**src/rtl/io_request_responder_pkg.sv**
```systemverilog
// Shared definitions for the I/O request responder slice.
// Purpose: FSM state encoding, default parameter values and a small state decode helper.
// Ports: none (package).
package io_request_responder_pkg;

    localparam int DEFAULT_DATA_WIDTH      = 32;
    localparam int DEFAULT_SWITCH_WIDTH    = 16;
    localparam int DEFAULT_DEBOUNCE_CYCLES = 500000;

    typedef enum logic [2:0] {
        IDLE         = 3'd0,
        WAIT_PRESS   = 3'd1,
        WAIT_RELEASE = 3'd2,
        ACK          = 3'd3,
        DONE         = 3'd4
    } state_t;

    // True while a request is parked waiting for the user to press/release the button.
    function automatic logic is_waiting(input state_t s);
        return (s == WAIT_PRESS) || (s == WAIT_RELEASE);
    endfunction

endpackage

```
**src/rtl/io_request_responder_if.sv**
```systemverilog
// Control-unit side handshake bundle of the I/O request responder.
// Purpose: groups the request lines, CPU data and the responder's replies.
// Signals: is_input/is_output (request levels), data_from_cpu (value to display),
//          confirmation (one-cycle service pulse), data_to_cpu (last input value),
//          request_error (sticky, both request lines seen high together).
// Modports: master = control unit, slave = responder.
interface io_request_responder_if
    import io_request_responder_pkg::*;
#(
    parameter int DATA_WIDTH = DEFAULT_DATA_WIDTH
);

    logic                  is_input;
    logic                  is_output;
    logic [DATA_WIDTH-1:0] data_from_cpu;
    logic                  confirmation;
    logic [DATA_WIDTH-1:0] data_to_cpu;
    logic                  request_error;

    modport master (
        output is_input,
        output is_output,
        output data_from_cpu,
        input  confirmation,
        input  data_to_cpu,
        input  request_error
    );

    modport slave (
        input  is_input,
        input  is_output,
        input  data_from_cpu,
        output confirmation,
        output data_to_cpu,
        output request_error
    );

endinterface

```
**src/rtl/io_request_responder_debouncer.sv**
```systemverilog
// Push-button conditioner: 2-flop synchronizer, stability counter and edge events.
// Ports: clock, reset (async, active-low), button_raw (asynchronous button level),
//        press_evt / release_evt (one-cycle pulses when the debounced level changes).
// The debounced level flips only after DEBOUNCE_CYCLES consecutive synchronized samples
// that disagree with it, so total latency from the raw pin is 2 + DEBOUNCE_CYCLES cycles.
module io_request_responder_debouncer
    import io_request_responder_pkg::*;
#(
    parameter int DEBOUNCE_CYCLES = DEFAULT_DEBOUNCE_CYCLES
) (
    input  logic clock,
    input  logic reset,
    input  logic button_raw,
    output logic press_evt,
    output logic release_evt
);

    localparam int                CNT_W    = $clog2(DEBOUNCE_CYCLES + 1);
    localparam logic [CNT_W-1:0] CNT_LAST = CNT_W'(DEBOUNCE_CYCLES - 1);
    localparam logic [CNT_W-1:0] CNT_MAX  = CNT_W'(DEBOUNCE_CYCLES);

    logic             sync_0;
    logic             sync_1;
    logic             debounced_level;
    logic [CNT_W-1:0] stable_count;

    // A sample equal to the current level means the input changed back (or never left),
    // so the run of disagreeing samples restarts. The counter saturates rather than wraps.
    always_ff @(posedge clock or negedge reset) begin
        if (!reset) begin
            sync_0          <= 1'b0;
            sync_1          <= 1'b0;
            debounced_level <= 1'b0;
            stable_count    <= '0;
            press_evt       <= 1'b0;
            release_evt     <= 1'b0;
        end else begin
            sync_0      <= button_raw;
            sync_1      <= sync_0;
            press_evt   <= 1'b0;
            release_evt <= 1'b0;
            if (sync_1 == debounced_level) begin
                stable_count <= '0;
            end else if (stable_count == CNT_LAST) begin
                debounced_level <= sync_1;
                stable_count    <= '0;
                press_evt       <= sync_1;
                release_evt     <= !sync_1;
            end else if (stable_count != CNT_MAX) begin
                stable_count <= stable_count + 1'b1;
            end
        end
    end

endmodule

```
**src/rtl/io_request_responder.sv**
```systemverilog
// Peripheral-side responder to the control unit's I/O requests.
// Ports: clock, reset (async, active-low), bus (slave modport: request lines, CPU data,
//        confirmation, data_to_cpu, request_error), switches (raw board switches),
//        confirm_button (raw push button), display_value (last output value),
//        waiting_user (LED, request awaiting the button).
// A request is held until a full debounced press+release, then acknowledged with a
// one-cycle confirmation. Input requests return the switches sampled at the press;
// output requests latch CPU data onto the display as soon as they are accepted.
module io_request_responder
    import io_request_responder_pkg::*;
#(
    parameter int DATA_WIDTH      = DEFAULT_DATA_WIDTH,
    parameter int SWITCH_WIDTH    = DEFAULT_SWITCH_WIDTH,
    parameter int DEBOUNCE_CYCLES = DEFAULT_DEBOUNCE_CYCLES
) (
    input  logic                    clock,
    input  logic                    reset,
    io_request_responder_if.slave   bus,
    input  logic [SWITCH_WIDTH-1:0] switches,
    input  logic                    confirm_button,
    output logic [DATA_WIDTH-1:0]   display_value,
    output logic                    waiting_user
);

    state_t                state;
    state_t                next_state;
    logic                  press_evt;
    logic                  release_evt;
    logic                  request_pending;
    logic                  req_is_input;
    logic [DATA_WIDTH-1:0] captured_value;

    io_request_responder_debouncer #(
        .DEBOUNCE_CYCLES (DEBOUNCE_CYCLES)
    ) u_debouncer (
        .clock       (clock),
        .reset       (reset),
        .button_raw  (confirm_button),
        .press_evt   (press_evt),
        .release_evt (release_evt)
    );

    assign request_pending = bus.is_input || bus.is_output;
    assign waiting_user    = is_waiting(state);

    always_ff @(posedge clock or negedge reset) begin
        if (!reset) begin
            state <= IDLE;
        end else begin
            state <= next_state;
        end
    end

    // Dropping both request lines while waiting aborts; DONE blocks a still-held
    // request from being serviced a second time.
    always_comb begin
        next_state = state;
        case (state)
            IDLE: begin
                if (request_pending) next_state = WAIT_PRESS;
            end
            WAIT_PRESS: begin
                if (!request_pending) next_state = IDLE;
                else if (press_evt)   next_state = WAIT_RELEASE;
            end
            WAIT_RELEASE: begin
                if (!request_pending) next_state = IDLE;
                else if (release_evt) next_state = ACK;
            end
            ACK: begin
                next_state = DONE;
            end
            DONE: begin
                if (!request_pending) next_state = IDLE;
            end
            default: begin
                next_state = IDLE;
            end
        endcase
    end

    // Request type is latched once on acceptance; later changes on the lines are ignored.
    // Confirmation and returned data are registered on entry to ACK so they appear together.
    always_ff @(posedge clock or negedge reset) begin
        if (!reset) begin
            req_is_input      <= 1'b0;
            captured_value    <= '0;
            display_value     <= '0;
            bus.confirmation  <= 1'b0;
            bus.data_to_cpu   <= '0;
            bus.request_error <= 1'b0;
        end else begin
            bus.confirmation <= (next_state == ACK);
            if (state == IDLE && request_pending) begin
                req_is_input <= bus.is_input;
                if (bus.is_input && bus.is_output) bus.request_error <= 1'b1;
                if (bus.is_output) display_value <= bus.data_from_cpu;
            end
            if (state == WAIT_PRESS && next_state == WAIT_RELEASE && req_is_input) begin
                captured_value <= DATA_WIDTH'(switches);
            end
            if (next_state == ACK && req_is_input) begin
                bus.data_to_cpu <= captured_value;
            end
        end
    end

endmodule
```
**src/flat_wrapper.sv**
```systemverilog
// flat-port wrapper written by rule: the top's interface ports become plain ports
module io_request_responder_flat import io_request_responder_pkg::*;
#(
    parameter int DATA_WIDTH      = DEFAULT_DATA_WIDTH,
    parameter int SWITCH_WIDTH    = DEFAULT_SWITCH_WIDTH,
    parameter int DEBOUNCE_CYCLES = DEFAULT_DEBOUNCE_CYCLES
)
  (clock, reset, switches, confirm_button, display_value, waiting_user, bus_is_input, bus_is_output, bus_data_from_cpu, bus_confirmation, bus_data_to_cpu, bus_request_error);
  io_request_responder_if #(.DATA_WIDTH(DATA_WIDTH)) bus_i ();
  input  logic clock;
  input  logic reset;
  input  logic [SWITCH_WIDTH-1:0] switches;
  input  logic confirm_button;
  output logic [DATA_WIDTH-1:0] display_value;
  output logic waiting_user;
  input wire logic [$bits(bus_i.is_input)-1:0] bus_is_input;
  input wire logic [$bits(bus_i.is_output)-1:0] bus_is_output;
  input wire logic [$bits(bus_i.data_from_cpu)-1:0] bus_data_from_cpu;
  output wire logic [$bits(bus_i.confirmation)-1:0] bus_confirmation;
  output wire logic [$bits(bus_i.data_to_cpu)-1:0] bus_data_to_cpu;
  output wire logic [$bits(bus_i.request_error)-1:0] bus_request_error;
  assign bus_i.is_input = bus_is_input;
  assign bus_i.is_output = bus_is_output;
  assign bus_i.data_from_cpu = bus_data_from_cpu;
  assign bus_confirmation = bus_i.confirmation;
  assign bus_data_to_cpu = bus_i.data_to_cpu;
  assign bus_request_error = bus_i.request_error;
  io_request_responder #(.DATA_WIDTH(DATA_WIDTH), .SWITCH_WIDTH(SWITCH_WIDTH), .DEBOUNCE_CYCLES(DEBOUNCE_CYCLES)) u_core (.clock(clock), .reset(reset), .bus(bus_i), .switches(switches), .confirm_button(confirm_button), .display_value(display_value), .waiting_user(waiting_user));
endmodule
```
**config.mk**
```make
export PLATFORM = sky130hd
export DESIGN_NAME = io_request_responder_flat
export DESIGN_NICKNAME = d
export VERILOG_FILES = /design/src/rtl/io_request_responder_pkg.sv /design/src/rtl/io_request_responder_if.sv /design/src/rtl/io_request_responder_debouncer.sv /design/src/rtl/io_request_responder.sv /design/src/flat_wrapper.sv
export SDC_FILE = /design/constraint.sdc
export NUM_CORES = 1
export LEC_CHECK = 0
export ABC_AREA = 0
export BUFFER_PORTS_ARGS = -buffer_cell sky130_fd_sc_hd__buf_4
export CAP_MARGIN = 30
export CORE_MARGIN = 2
export CORE_UTILIZATION = 52
export DETAILED_ROUTE_END_ITERATION = 6
export PLACE_DENSITY = 0.85
export SETUP_SLACK_MARGIN = 0.4
export SLEW_MARGIN = 0
export SYNTH_ARGS = -nofsm -noshare
export SYNTH_HDL_FRONTEND = slang
export SYNTH_HIERARCHICAL = 1
export SYNTH_SLANG_ARGS = --single-unit
```
**constraint.sdc**
```tcl
create_clock -name clock -period 2.2 [get_ports clock]
set_input_delay 0.44 -clock clock [delete_from_list [all_inputs] [get_ports clock]]
set_output_delay 0.44 -clock clock [all_outputs]
set_load 0.02 [all_outputs]
```
== Yosys cells after proc, flatten, opt, wreduce, memory -nomap -nowiden ==
Index checks and enable logic that the tools add are counted.
Storage, ports and cells
  register bits after elaboration: 94
  output and inout port bits: 67
Operators by class
  add/subtract/negate cells: 1
  equal/unequal tests: 9
  multiplexer cells: 14
  bitwise logic cells: 1
  reduce and logical (&&, ||, !) cells: 13
Operators with widths (count)
  $mux W19: 3
  $add A19 B1 Y19 const B: 1
  $eq A19 B19 Y1 const B: 1
  $ne A19 B19 Y1 const B: 1
  $mux W3: 6
  $pmux W3 S5: 1
  $eq A3 B2 Y1 const B: 4
  $reduce_and A2 Y1: 3
  $logic_and A1 B1 Y1: 5
  $mux W1: 4
  $eq A3 B1 Y1 const B: 1
  $eq A3 B3 Y1 const B: 1
  $logic_not A3 Y1: 1
  $reduce_bool A3 Y1: 1
  $logic_or A1 B1 Y1: 2
  $eq A1 B1 Y1: 1
  $logic_not A1 Y1: 1
  $not A1 Y1: 1

== Depth between registers and ports, before layout ==
Gate-level depths: netlist of the first run.
  word-level depth: 6
  mapped depth: 6
  gate-level depth less buffers: 6

== Hierarchy ==
Netlist of the first run, hierarchy kept.
By module, submodules not included
  io_request_responder: instances 1, cells each 182, area each 2884.0 um2, sequential area each 1751.7 um2
  io_request_responder_debouncer: instances 1, cells each 128, area each 1278.7 um2, sequential area each 600.6 um2

== Least setup slack after synthesis of the first run ==
No wires, ideal clock.
  path type: flip-flop to flip-flop
  start point: reg u_core.u_debouncer.stable_count[0]
  end point: reg u_core.u_debouncer.stable_count[10]
  library setup time: 0.121 ns
  data arrival time: 1.644 ns
  path slack: 0.435 ns
  stages on the path, launching flop included: 7
  path through: dfrtp_1 > ha_1 > and4_2 > or2b_2 > o21ai_2 > buf_2 > nor2_1
On the way
  word-level cells in the longest chain between the ends: 4
Ends and longest elaborated chain
  from (decl): line io_request_responder_debouncer.sv:25  | logic [CNT_W-1:0] stable_count;
  from (signal assigned): line io_request_responder_debouncer.sv:50  | stable_count <= stable_count + 1'b1;
  $add A19 B1 Y19: line io_request_responder_debouncer.sv:50
  $mux W19: line io_request_responder_debouncer.sv:49  | end else if (stable_count != CNT_MAX) begin
  $mux W19: line io_request_responder_debouncer.sv:44  | end else if (stable_count == CNT_LAST) begin
  $mux W19: line io_request_responder_debouncer.sv:42  | if (sync_1 == debounced_level) begin
Parallel ways exist; a longest one is shown, timed or not. The select of a mux whose other input is x is not followed.
A chain may end at the register's enable or synchronous reset.

== Worst setup path after layout of the first run ==
  start point: reg u_core.u_debouncer.stable_count[0]
  end point: reg u_core.u_debouncer.debounced_level
On the way
  word-level cells in the longest chain between the ends: 2
Ends and longest elaborated chain
  $eq A19 B19 Y1: line io_request_responder_debouncer.sv:44
  $reduce_and A2 Y1 (no source line)
  to (signal assigned): line io_request_responder_debouncer.sv:45  | debounced_level <= sync_1;
  to (decl): line io_request_responder_debouncer.sv:24  | logic debounced_level;
Every way passes these cells.

==> metrics, run 1 <==
slowest CP cell dfrtp_2; Setup crit end kind flop; top-count cell post-synth dfrtp_1; largest net degree at the start of global routing 58; Buf+Inv Stages, Crit Path 0; number of synthesized register bits 94; leakage power figure 2.44 nW; post-cts hold buffer count 0; share of layout cells above drive strength 1 0.516; main area contributors after synthesis dfrtp_1, mux2_2, mux2_4, buf_4, xnor2_1; Detail Route Antenna Nets 0; dpl hpwl 5650 um; grt total ovfl 0; Die Ht 93.5 um; H-Tree Depth 3; largest area contributor in the netlist dfrtp_1; core area 0.00773 mm^2; hold crit path type in -> async; die area 0.00874 mm^2; crit path from u_core/u_debouncer/stable_count[0]$_DFFE_PN0P_; GPL Wtd Cong 0.912; Inserted Clock Buffers 9; drt first pass iters 4; Post-Syn Area 0.00416 mm^2; Mapped Cells 310; required time worst endpoint 2450 ps; xor/xnor cell area share of the yosys netlist 0.0337; Post-synth top cells dfrtp_1, mux2_2, nor2_1; max_cap viols 0; max-slew violations 0; Residual DRC 0; Total Routed Length 8020 um; CTS root buf clkbuf_8; post-synthesis sequential area ratio 0.565; final period utilization 0.789; outcome completed; final core utilization 0.680; Synth Area in Compound Gates 0.0255; antenna violations before repair 0; clock power share 0.288; GRT Util Overall 0.187; Max Freq 576 MHz; diode count 0; PwrDens approximately 700 mW/mm^2; area delta synth->final 26.3%; Worst VDD drop 0.451 mV; Post-Synth Simple-Gate Area 0.116; FF-to-FF Start u_core/u_debouncer/stable_count[0]$_DFFE_PN0P_; clock sink count 94; PortBufs just over 100; setup_tns 0 ps; Post-synth EDFFs 0; yosys synthesis warning count 6; combinational family with the most area after synthesis multiplexers; maximum clock path buffer count 2; Crit path max-delay family simple AND/OR/NAND/NOR gates; P_sw 0.00102 W; syn avg cell area ~13 um^2; Post-Synth Adder-Cell Area 0.00601; CTS tree built; Critical Path AT 1980 ps; top cell type's share of synthesized area 0.565; initial core utilization 0.539; vias per cell 5.24; total number of vias 2798; internal power 0.00267 W; Min Clock Period, post-route 1740 ps; Critical Path Start Type flop; CP Cell Sequence ha_4 -> and4_2 -> or2b_2 -> nand2b_4 -> mux2_2; Fill cells 541; vias in the first global route 2747; Crit Path Max Fanout 5; Final Skew 9.53 ps; mux share of post-synthesis cell area 0.190; RSZ-0062 raised after global routing true; Tot Pwr around 0.0037 W; Die X around 93 um; asr flop ratio synth 1.00; Combinational Power Share 0.183; Std-Cell Rows 32; Switching Share 0.277; Hold Vio Cnt, Final 0; CP peak stage delay approximately 430 ps; first-pass GRT wire length 12700 um; num ports 120; Post-synth top flop dfrtp_1; final setup violation count 0; nets slightly below 500; CP Class reg -> reg; Seq pwr share 0.529; Starting DRT DRC Count around 140; Yosys cell types 50; clk slew on worst S/H paths ~100 ps; Clk Latency, worst-skew pair 360 ps; wire per inst between 15 and 20 um
worst paths after layout:
kind                                                             endpoint  slack (ps)  depth (start not counted)
max                        u_core/u_debouncer/debounced_level$_DFFE_PN0P_         460                          5
min                                 u_core/bus.data_to_cpu[7]$_DFFE_PN0P_          20                          1
max reg2reg                u_core/u_debouncer/debounced_level$_DFFE_PN0P_         460                          5
min reg2reg                           u_core/u_debouncer/sync_1$_DFF_PN0_         350                          0
max in group asynchronous  u_core/u_debouncer/stable_count[0]$_DFFE_PN0P_        1510                          2
min in group clock                    u_core/u_debouncer/sync_0$_DFF_PN0_         190                          1
metrics by stage:
step	hold slack [ps]	area, um^2	instances	setup slack (ps)
2_1_floorplan	144	4220	325	435
3_3_place_gp	333	4940	508	402
3_5_place_dp	337	4940	508	313
4_1_cts	32.6	5150	526	360
5_1_grt	52.2	5260	534	337
6_report	19.2	5260	534	464
sequential cells by signal (all words and copies together) (netlist names):
signal	flops
u_core/u_debouncer/debounced_level	1
u_core/display_value	32
u_core/u_debouncer/press_evt	1
u_core/req_is_input	1
u_core/bus.confirmation	1
u_core/u_debouncer/sync_0	1
u_core/state	3
u_core/captured_value	16
u_core/u_debouncer/sync_1	1
u_core/u_debouncer/release_evt	1
u_core/bus.request_error	1
u_core/u_debouncer/stable_count	19
u_core/bus.data_to_cpu	16
per-layer routing:
layer  up-vias  routed length (um)  global-route usage
met5         -                   0                   0
met4         0                 174              0.0870
met3        16                 438              0.0443
met2        94                4090               0.308
met1      1398                3310               0.234
li1       1290                   -                   -
placed cells by master, fill, tap and decap left out, types with 7 or more instances in the layout:
cell type | synthesis | routed
buf_4 | 17 | 115
dfrtp_1 | 94 | 87
mux2_2 | 55 | 55
nor2_1 | 18 | 18
conb_1 | 1 | 16
xnor2_1 | 13 | 13
clkbuf_8 | 0 | 10
nand2_1 | 10 | 10
mux2_4 | 10 | 10
nor3_1 | 8 | 8
nand3_1 | 7 | 7
dfrtp_2 | 0 | 7
what timing repair did:
item                                    in CTS  in global routing
gates resized for setup                      3                 12
setup buffers                                2                  8
endpoints found under the hold margin        0                  0
gates cloned                                 0                  0
endpoints found under the setup margin      18                 51
pin swaps                                    0                  2
cells by family (layout without fill, tap and decap cells):
kind of cell | Yosys count | in the layout
other cells | 1 | 16
simple gates | 81 | 81
buf+inv | 34 | 141
xor+xnor | 16 | 16
mux | 67 | 67
flops | 94 | 94
fa+ha+maj | 2 | 2
compound gates | 15 | 15
power by group through the flow:
stage	combinational, W	clock, W	sequential (W)
2_1_floorplan	0.000215	0	0.00212
3_3_place_gp	0.000654	0	0.00198
3_5_place_dp	0.000668	0	0.00199
4_1_cts	0.000675	0.00109	0.00195
5_1_grt	0.000723	0.00118	0.00197
6_report	0.000676	0.00106	0.00195
cell type report:
| cell class | count | area (um^2) | share of cell area |
|---|---|---|---|
| Sequential cell | 94 | 2360 | 0.449 |
| Clock inverter | 5 | 42.5 | 0.00809 |
| Inverter | 6 | 22.5 | 0.00428 |
| Timing Repair Buffer | 119 | 926 | 0.176 |
| Tap cell | 102 | 128 | 0.0243 |
| Clock buffer | 11 | 141 | 0.0269 |
| Multi-Input combinational cell | 197 | 1640 | 0.311 |
No activity file was read; power rests on OpenSTA's default activity.
==> run 2: changes to the inputs <==
Settings changed: ABC_AREA 0 to 1, CORE_UTILIZATION 52 to 53.
Clock period 2.2 ns to 1.7 ns, I/O delays scaled along.
==> run 2 against run 1 <==
  * The run now ends with DRC left
  * Worst setup slack got worse by 350 ps
  * Critical path depth is the same
  * Sequential power grew 50%
  * Die area rose by 4.4%
  * Design area rose by 19%
  * Worst hold slack better by 59 ps
  * Total power is 83% higher
  * Via count rose by 55%
  * Area after synthesis grew 6.6%
  * Sequential cell count is the same
  * Clock-buffer cell count did not move
  * Global-route usage is 5.9 points higher
  * Largest cell class unchanged
==> metrics, run 2 <==
largest area contributor in the netlist dfrtp_1 (unchanged); max_cap viols 0 (unchanged); CP Class reg -> out (was reg -> reg); die area 0.00912 mm^2 (was 0.00874 mm^2); maximum clock path buffer count 2 (unchanged); Clk Latency, worst-skew pair 370 ps (was 360 ps); leading registers by flop count u_core/display_value: 32 flops, u_core/u_debouncer/stable_count: 19 flops (unchanged); Post-Syn Area 0.00444 mm^2 (was 0.00416 mm^2); CP Cell Sequence inv_4 -> nor2_4 -> nand2_2 -> nand2_4 -> buf_6 (was ha_4 -> and4_2 -> or2b_2 -> nand2b_4 -> mux2_2); syn avg cell area 8.20 um^2 (was 13.4 um^2); final core utilization 0.763 (was 0.680); asr flop ratio synth 1.00 (unchanged); Post-Synth Simple-Gate Area 0.361 (was 0.116); H-Tree Depth 3 (unchanged); diode count 0 (unchanged); final period utilization 0.932; top-count cell post-synth nand2_1 (was dfrtp_1); Post-synth EDFFs 0 (unchanged); dpl hpwl 7330 um (was 5650 um); leakage power figure 3.18 nW (was 2.44 nW); area delta synth->final 40.6% (was 26.3%); Die Ht 95.5 um (was 93.5 um); Crit Path Max Fanout 5 (unchanged); main area contributors after synthesis dfrtp_1, nand2_1, nand3_1, nor2_1, buf_4 (was dfrtp_1, mux2_2, mux2_4, buf_4, xnor2_1); Hold Path Depth 1; most frequent cells in the layout nand2_1, buf_4, dfrtp_1 (was buf_4, dfrtp_1, mux2_2); Mapped Cells 541 (was 310); Detail Route Antenna Nets 0 (unchanged); Hold Vio Cnt, Final 0 (unchanged); Worst VDD drop 0.803 mV (was 0.451 mV); Cells after DPL 740 (was 508); RSZ-0062 raised after global routing true (unchanged); drt first pass iters 7 (was 4); Fill cells 497 (was 541); top cell type's share of synthesized area 0.530 (was 0.565); CTS root buf clkbuf_8 (unchanged); share of layout cells above drive strength 1 0.406 (was 0.516); CTS tree built (unchanged); combinational family with the most area after synthesis simple AND/OR/NAND/NOR gates (was multiplexers); final setup violation count 0 (unchanged); Final Skew 10.8 ps (was 9.53 ps); GPL Wtd Cong 0.930 (was 0.912); Setup crit end kind output pin (was flop); Max Freq 631 MHz; Crit path max-delay family flip-flops (was simple AND/OR/NAND/NOR gates); Synth Area in Compound Gates 0.0121 (was 0.0255); mux share of post-synthesis cell area 0 (was 0.190); Min Clock Period, post-route approximately 1600 ps; Inserted Clock Buffers 9 (unchanged); Yosys cell types 29 (was 50); clock sink count 94 (unchanged); required time worst endpoint 1360 ps (was 2450 ps); wire per inst 16.4 um (was 15.0 um); number of synthesized register bits 94 (unchanged); failing checks DRC; Non-Filler Instances 792 (was 534); Die X 95.5 um (was 93.5 um); Std-Cell Rows 33 (was 32); hold crit path type in -> reg (was in -> async); Critical Path AT 1240 ps (was 1980 ps); Critical Path Start Type flop (unchanged); critical path depth 5 (unchanged); post-synthesis sequential area ratio 0.530 (was 0.565); antenna violations before repair 0 (unchanged); xor/xnor cell area share of the yosys netlist 0.0138 (was 0.0337); Buf+Inv Stages, Crit Path 2 (was 0); PortBufs 103 (unchanged); Post-synth top cells nand2_1, dfrtp_1, nand3_1 (was dfrtp_1, mux2_2, nor2_1); CP peak stage delay 470 ps (was 430 ps); total number of vias 4346 (was 2798); first-pass GRT wire length 17500 um (was 12700 um); nets 738 (was 482); num ports 120 (unchanged); setup_tns 0 ps (unchanged); PwrDens 1080 mW/mm^2 (was 702 mW/mm^2); largest net degree at the start of global routing 39 (was 58); Starting DRT DRC Count 346 (was 139); Worst R2R Path Depth 9 (was 5); commonest non-fill, non-tap cell in the layout nand2_1 (was buf_4); clk slew on worst S/H paths 90 ps (was 100 ps); hold slack 77.7 ps (was 19.2 ps); grt total ovfl 0 (unchanged); vias in the first global route 3857 (was 2747); Post-Synth Adder-Cell Area 0.00564 (was 0.00601); max-slew violations 0 (unchanged); yosys synthesis warning count 6 (unchanged); Total Routed Length 13000 um (was 8020 um); slowest CP cell dfrtp_2 (unchanged); vias per cell 5.49 (was 5.24); max reg flops 32 (unchanged); GRT Util Overall 0.246 (was 0.187); initial core utilization 0.543 (was 0.539); outcome complete, but fails checks (was completed); Post-synth top flop dfrtp_1 (unchanged); core area 0.00818 mm^2 (was 0.00773 mm^2); largest register by flop count u_core/display_value (unchanged); Residual DRC 5 (was 0); Tot Pwr 0.00675 W (was 0.00369 W)
## run 2: kinds of logic (layout without fill, tap and decap cells)
group	Yosys count	after routing
compound gates	10	10
xor+xnor	7	7
fa+ha+maj	2	2
buf+inv	68	198
flops	94	94
other cells	1	16
simple gates	359	360
## run 2: repair_timing
item | CTS | global route
endpoints found under the hold margin | 26 | 0
buffers inserted | 10 | 21
gates resized for setup | 30 | 105
pin swaps | 13 | 28
hold buffers | 1 | 0
gates cloned | 0 | 5
setup endpoints to repair | 68 | 93
## run 2: power breakdown
| group | internal [W] | switching, W |
|---|---|---|
| registers | 0.00262 | 0.000301 |
| clock network | 0.000570 | 0.000826 |
| logic | 0.00102 | 0.00141 |
| total | 0.00422 | 0.00254 |
## run 2: layout make-up
class	count	area, um^2	area share
flip-flops and latches	94	2370	0.380
multi-input cells	395	2180	0.349
repair buffers	150	1250	0.201
clock buffers	11	141	0.0227
inverters	33	131	0.0211
well taps	105	131	0.0211
clock inverters	4	31.3	0.00501
## run 2: path summary, 6_finish.rpt
path | startpoint | end | slack [ps]
worst max-delay path | u_core/state[1]$_DFF_PN0_ | waiting_user | 120
worst min-delay path | confirm_button | u_core/u_debouncer/sync_0$_DFF_PN0_ | 80
worst max register to register | u_core/state[1]$_DFF_PN0_ | u_core/captured_value[8]$_DFFE_PN0P_ | 170
worst min register to register | u_core/u_debouncer/sync_0$_DFF_PN0_ | u_core/u_debouncer/sync_1$_DFF_PN0_ | 370
max in group asynchronous | reset | u_core/bus.data_to_cpu[12]$_DFFE_PN0P_ | 700
min in group asynchronous | reset | u_core/state[2]$_DFF_PN0_ | 440
## run 2: stage by stage
step | worst slack (ps) | area, um^2
2_1_floorplan | 405 | 4530
3_3_place_gp | 200 | 5310
3_5_place_dp | 62.3 | 5310
4_1_cts | 102 | 5690
5_1_grt | 88.2 | 6240
6_report | 116 | 6240
## run 2: metal layers
layer	share of wire	up-vias	track usage
met2	0.54	235	0.437
li1	-	1975	-
met3	0.068	43	0.0482
met5	0	-	0
met1	0.36	2093	0.298
met4	0.032	0	0.0893
==> run 3: changes to the inputs <==
Settings changed: CORE_UTILIZATION 53 to 57, PLACE_DENSITY 0.85 to 0.91.
Clock period 1.7 ns to 1.95 ns, I/O delays scaled along.
==> run 3 against run 2 <==
  * The flow now finishes without violations
  * Die area is 6.7% lower
  * Sequential cell count unchanged
  * Via count down 3.9%
  * Utilization decreased by 1.7 points
  * Clock skew is 1.7 ps lower
  * Wire length is 12% lower
  * Non-clock buffer count fell by 25
  * Design area shrank 8.5%
  * Worst setup slack better by 160 ps
  * Clock power grew 13%
  * Critical path depth is the same
  * Largest cell class unchanged
==> metrics, run 3 (synthesis gave the netlist of run 2 again) <==
first-pass GRT wire length 17700 um (was 17500 um); initial core utilization 0.580 (was 0.543); Detail Route Antenna Nets 0 (unchanged); clock power share 0.263 (was 0.207); clock sink count 94 (unchanged); Worst VDD drop 0.729 mV (was 0.803 mV); Die Ht 92.2 um (was 95.5 um); die area 0.00851 mm^2 (was 0.00912 mm^2); Hold Vio Cnt, Final 0 (unchanged); Residual DRC 0 (was 5); Max Freq 598 MHz; Critical Path Start Type flop (unchanged); leading registers by flop count u_core/display_value: 32 flops, u_core/u_debouncer/stable_count: 19 flops (unchanged); DP Worst Slack 274 ps (was 62.3 ps); max reg flops 32 (unchanged); outcome completed (was complete, but fails checks); Inserted Clock Buffers 9 (unchanged); antenna violations before repair 0 (unchanged); vias in the first global route 3838 (was 3857); Seq pwr share 0.420 (was 0.433); diode count 0 (unchanged); required time worst endpoint 1560 ps (was 1360 ps); core area 0.00765 mm^2 (was 0.00818 mm^2); total number of vias 4178 (was 4346); max_cap viols 0 (unchanged); grt total ovfl 0 (unchanged); Combinational Power Share 0.317 (was 0.360); RSZ-0062 raised after global routing true (unchanged); Worst Slack Setup Final 278 ps (was 116 ps); largest register by flop count u_core/display_value (unchanged); Worst Tran Pin Value 574 ps; Die X 92.2 um (was 95.5 um); H-Tree Depth 3 (unchanged); Std-Cell Rows 32 (was 33); Critical Path AT 1280 ps (was 1240 ps); GRT Util Overall 0.264 (was 0.246); final core utilization 0.747 (was 0.763); most frequent cells in the layout nand2_1, buf_4, dfrtp_1 (unchanged); drt first pass iters 5 (was 7); maximum clock path buffer count 2 (unchanged); leakage power figure 3.00 nW (was 3.18 nW); hold slack 22.6 ps (was 77.7 ps); num ports 120 (unchanged); area delta synth->final 28.6% (was 40.6%); Total Routed Length 11500 um (was 13000 um); CP Class reg -> out (unchanged); post-cts hold buffer count 0 (was 1); Clk Latency, worst-skew pair 360 ps (was 370 ps); hold crit path type in -> async (was in -> reg); vias per cell 5.47 (was 5.49); nets 713 (was 738); max-slew violations 0 (unchanged); CTS root buf clkbuf_8 (unchanged); slew margin rel. 0.617; Switching Share 0.354 (was 0.376); CTS tree built (unchanged); final period utilization 0.857; wire per inst 15.0 um (was 16.4 um); Setup crit end kind output pin (unchanged); PwrDens 1050 mW/mm^2 (was 1080 mW/mm^2); Starting DRT DRC Count 328 (was 346); Final Skew 9.12 ps (was 10.8 ps); P_sw 0.00213 W (was 0.00254 W); Min Clock Period, post-route 1670 ps; PortBufs 103 (unchanged); Crit Path Max Fanout 4 (was 5); share of layout cells above drive strength 1 0.276 (was 0.406); GPL Wtd Cong 0.928 (was 0.930); internal power 0.00389 W (was 0.00422 W); final setup violation count 0 (unchanged); largest net degree at the start of global routing 47 (was 39); commonest non-fill, non-tap cell in the layout nand2_1 (unchanged); clk slew on worst S/H paths 90 ps (about the same); setup_tns 0 ps (unchanged); dpl hpwl 7450 um (was 7330 um)
[run 3: cell count changes in the layout (fill, tap and decap cells not counted), sizes merged]
cell | before | now
bufinv | 0 | 3
buf | 148 | 125
dlygate4sd3 | 1 | 0
inv | 34 | 35
clkinvlp | 3 | 0
clkbuf | 12 | 9
clkinv | 0 | 1
[run 3: worst max-delay path, stage by stage (launching register included)]
cell and delay [ps]:
dfrtp_1 440, inv_2 140, nor2_1 50, nand2_1 90
nand2_2 70, buf_6 130
[run 3: layer usage]
metal,global-route usage,vias to the layer above,wire [um]
met3,0.0427,39,691
li1,-,1925,-
met5,0,-,0
met2,0.475,190,6210
met1,0.314,2024,4240
met4,0.109,0,333
[run 3: path summary, 6_finish.rpt]
path / start / to / slack (ps) / cells past startpoint
max in group asynchronous: reset / u_core/captured_value[8]$_DFFE_PN0P_ / 1300 / 2
hold / removal: reset / u_core/captured_value[15]$_DFFE_PN0P_ / 20 / 1
hold reg to reg: u_core/u_debouncer/sync_0$_DFF_PN0_ / u_core/u_debouncer/sync_1$_DFF_PN0_ / 360 / 0
min in group clock: confirm_button / u_core/u_debouncer/sync_0$_DFF_PN0_ / 150 / 1
setup / recovery: u_core/state[1]$_DFF_PN0_ / waiting_user / 280 / 5
setup reg to reg: u_core/state[1]$_DFF_PN0_ / u_core/display_value[27]$_DFFE_PN0P_ / 340 / 8
[run 3: repair_timing]
action                                  in CTS  in global routing
pin swaps                                    0                  3
cloned                                       0                  1
gates resized for setup                      9                 16
endpoints found under the hold margin        0                  0
setup buffers                                3                  7
endpoints found under the setup margin      51                 69
[run 3: cell type report]
| cell class | count | area (um^2) |
|---|---|---|
| clock inverters | 6 | 119 |
| repair buffers | 125 | 971 |
| well taps | 102 | 128 |
| fillers | 508 | 1940 |
| flip-flops and latches | 94 | 2360 |
| inverters | 33 | 124 |
| clock buffers | 9 | 124 |
| multi-input cells | 395 | 1890 |
[run 3: power by group through the flow]
| stage | logic (W) | registers (W) | clock network, W |
|---|---|---|---|
| 2_1_floorplan | 0.000630 | 0.00289 | 0 |
| 3_3_place_gp | 0.00174 | 0.00252 | 0 |
| 3_5_place_dp | 0.00180 | 0.00253 | 0 |
| 4_1_cts | 0.00182 | 0.00251 | 0.00158 |
| 5_1_grt | 0.00205 | 0.00257 | 0.00169 |
| 6_report | 0.00191 | 0.00253 | 0.00158 |
[run 3: through the flow]
| step | power (W) | cells | area [um^2] |
|---|---|---|---|
| 5_1_grt | 0.00630 | 764 | 5710 |
| 4_1_cts | 0.00591 | 756 | 5570 |
| 6_report | 0.00601 | 764 | 5710 |
| 3_5_place_dp | 0.00433 | 738 | 5280 |
| 3_3_place_gp | 0.00427 | 738 | 5280 |
| 2_1_floorplan | 0.00352 | 556 | 4490 |
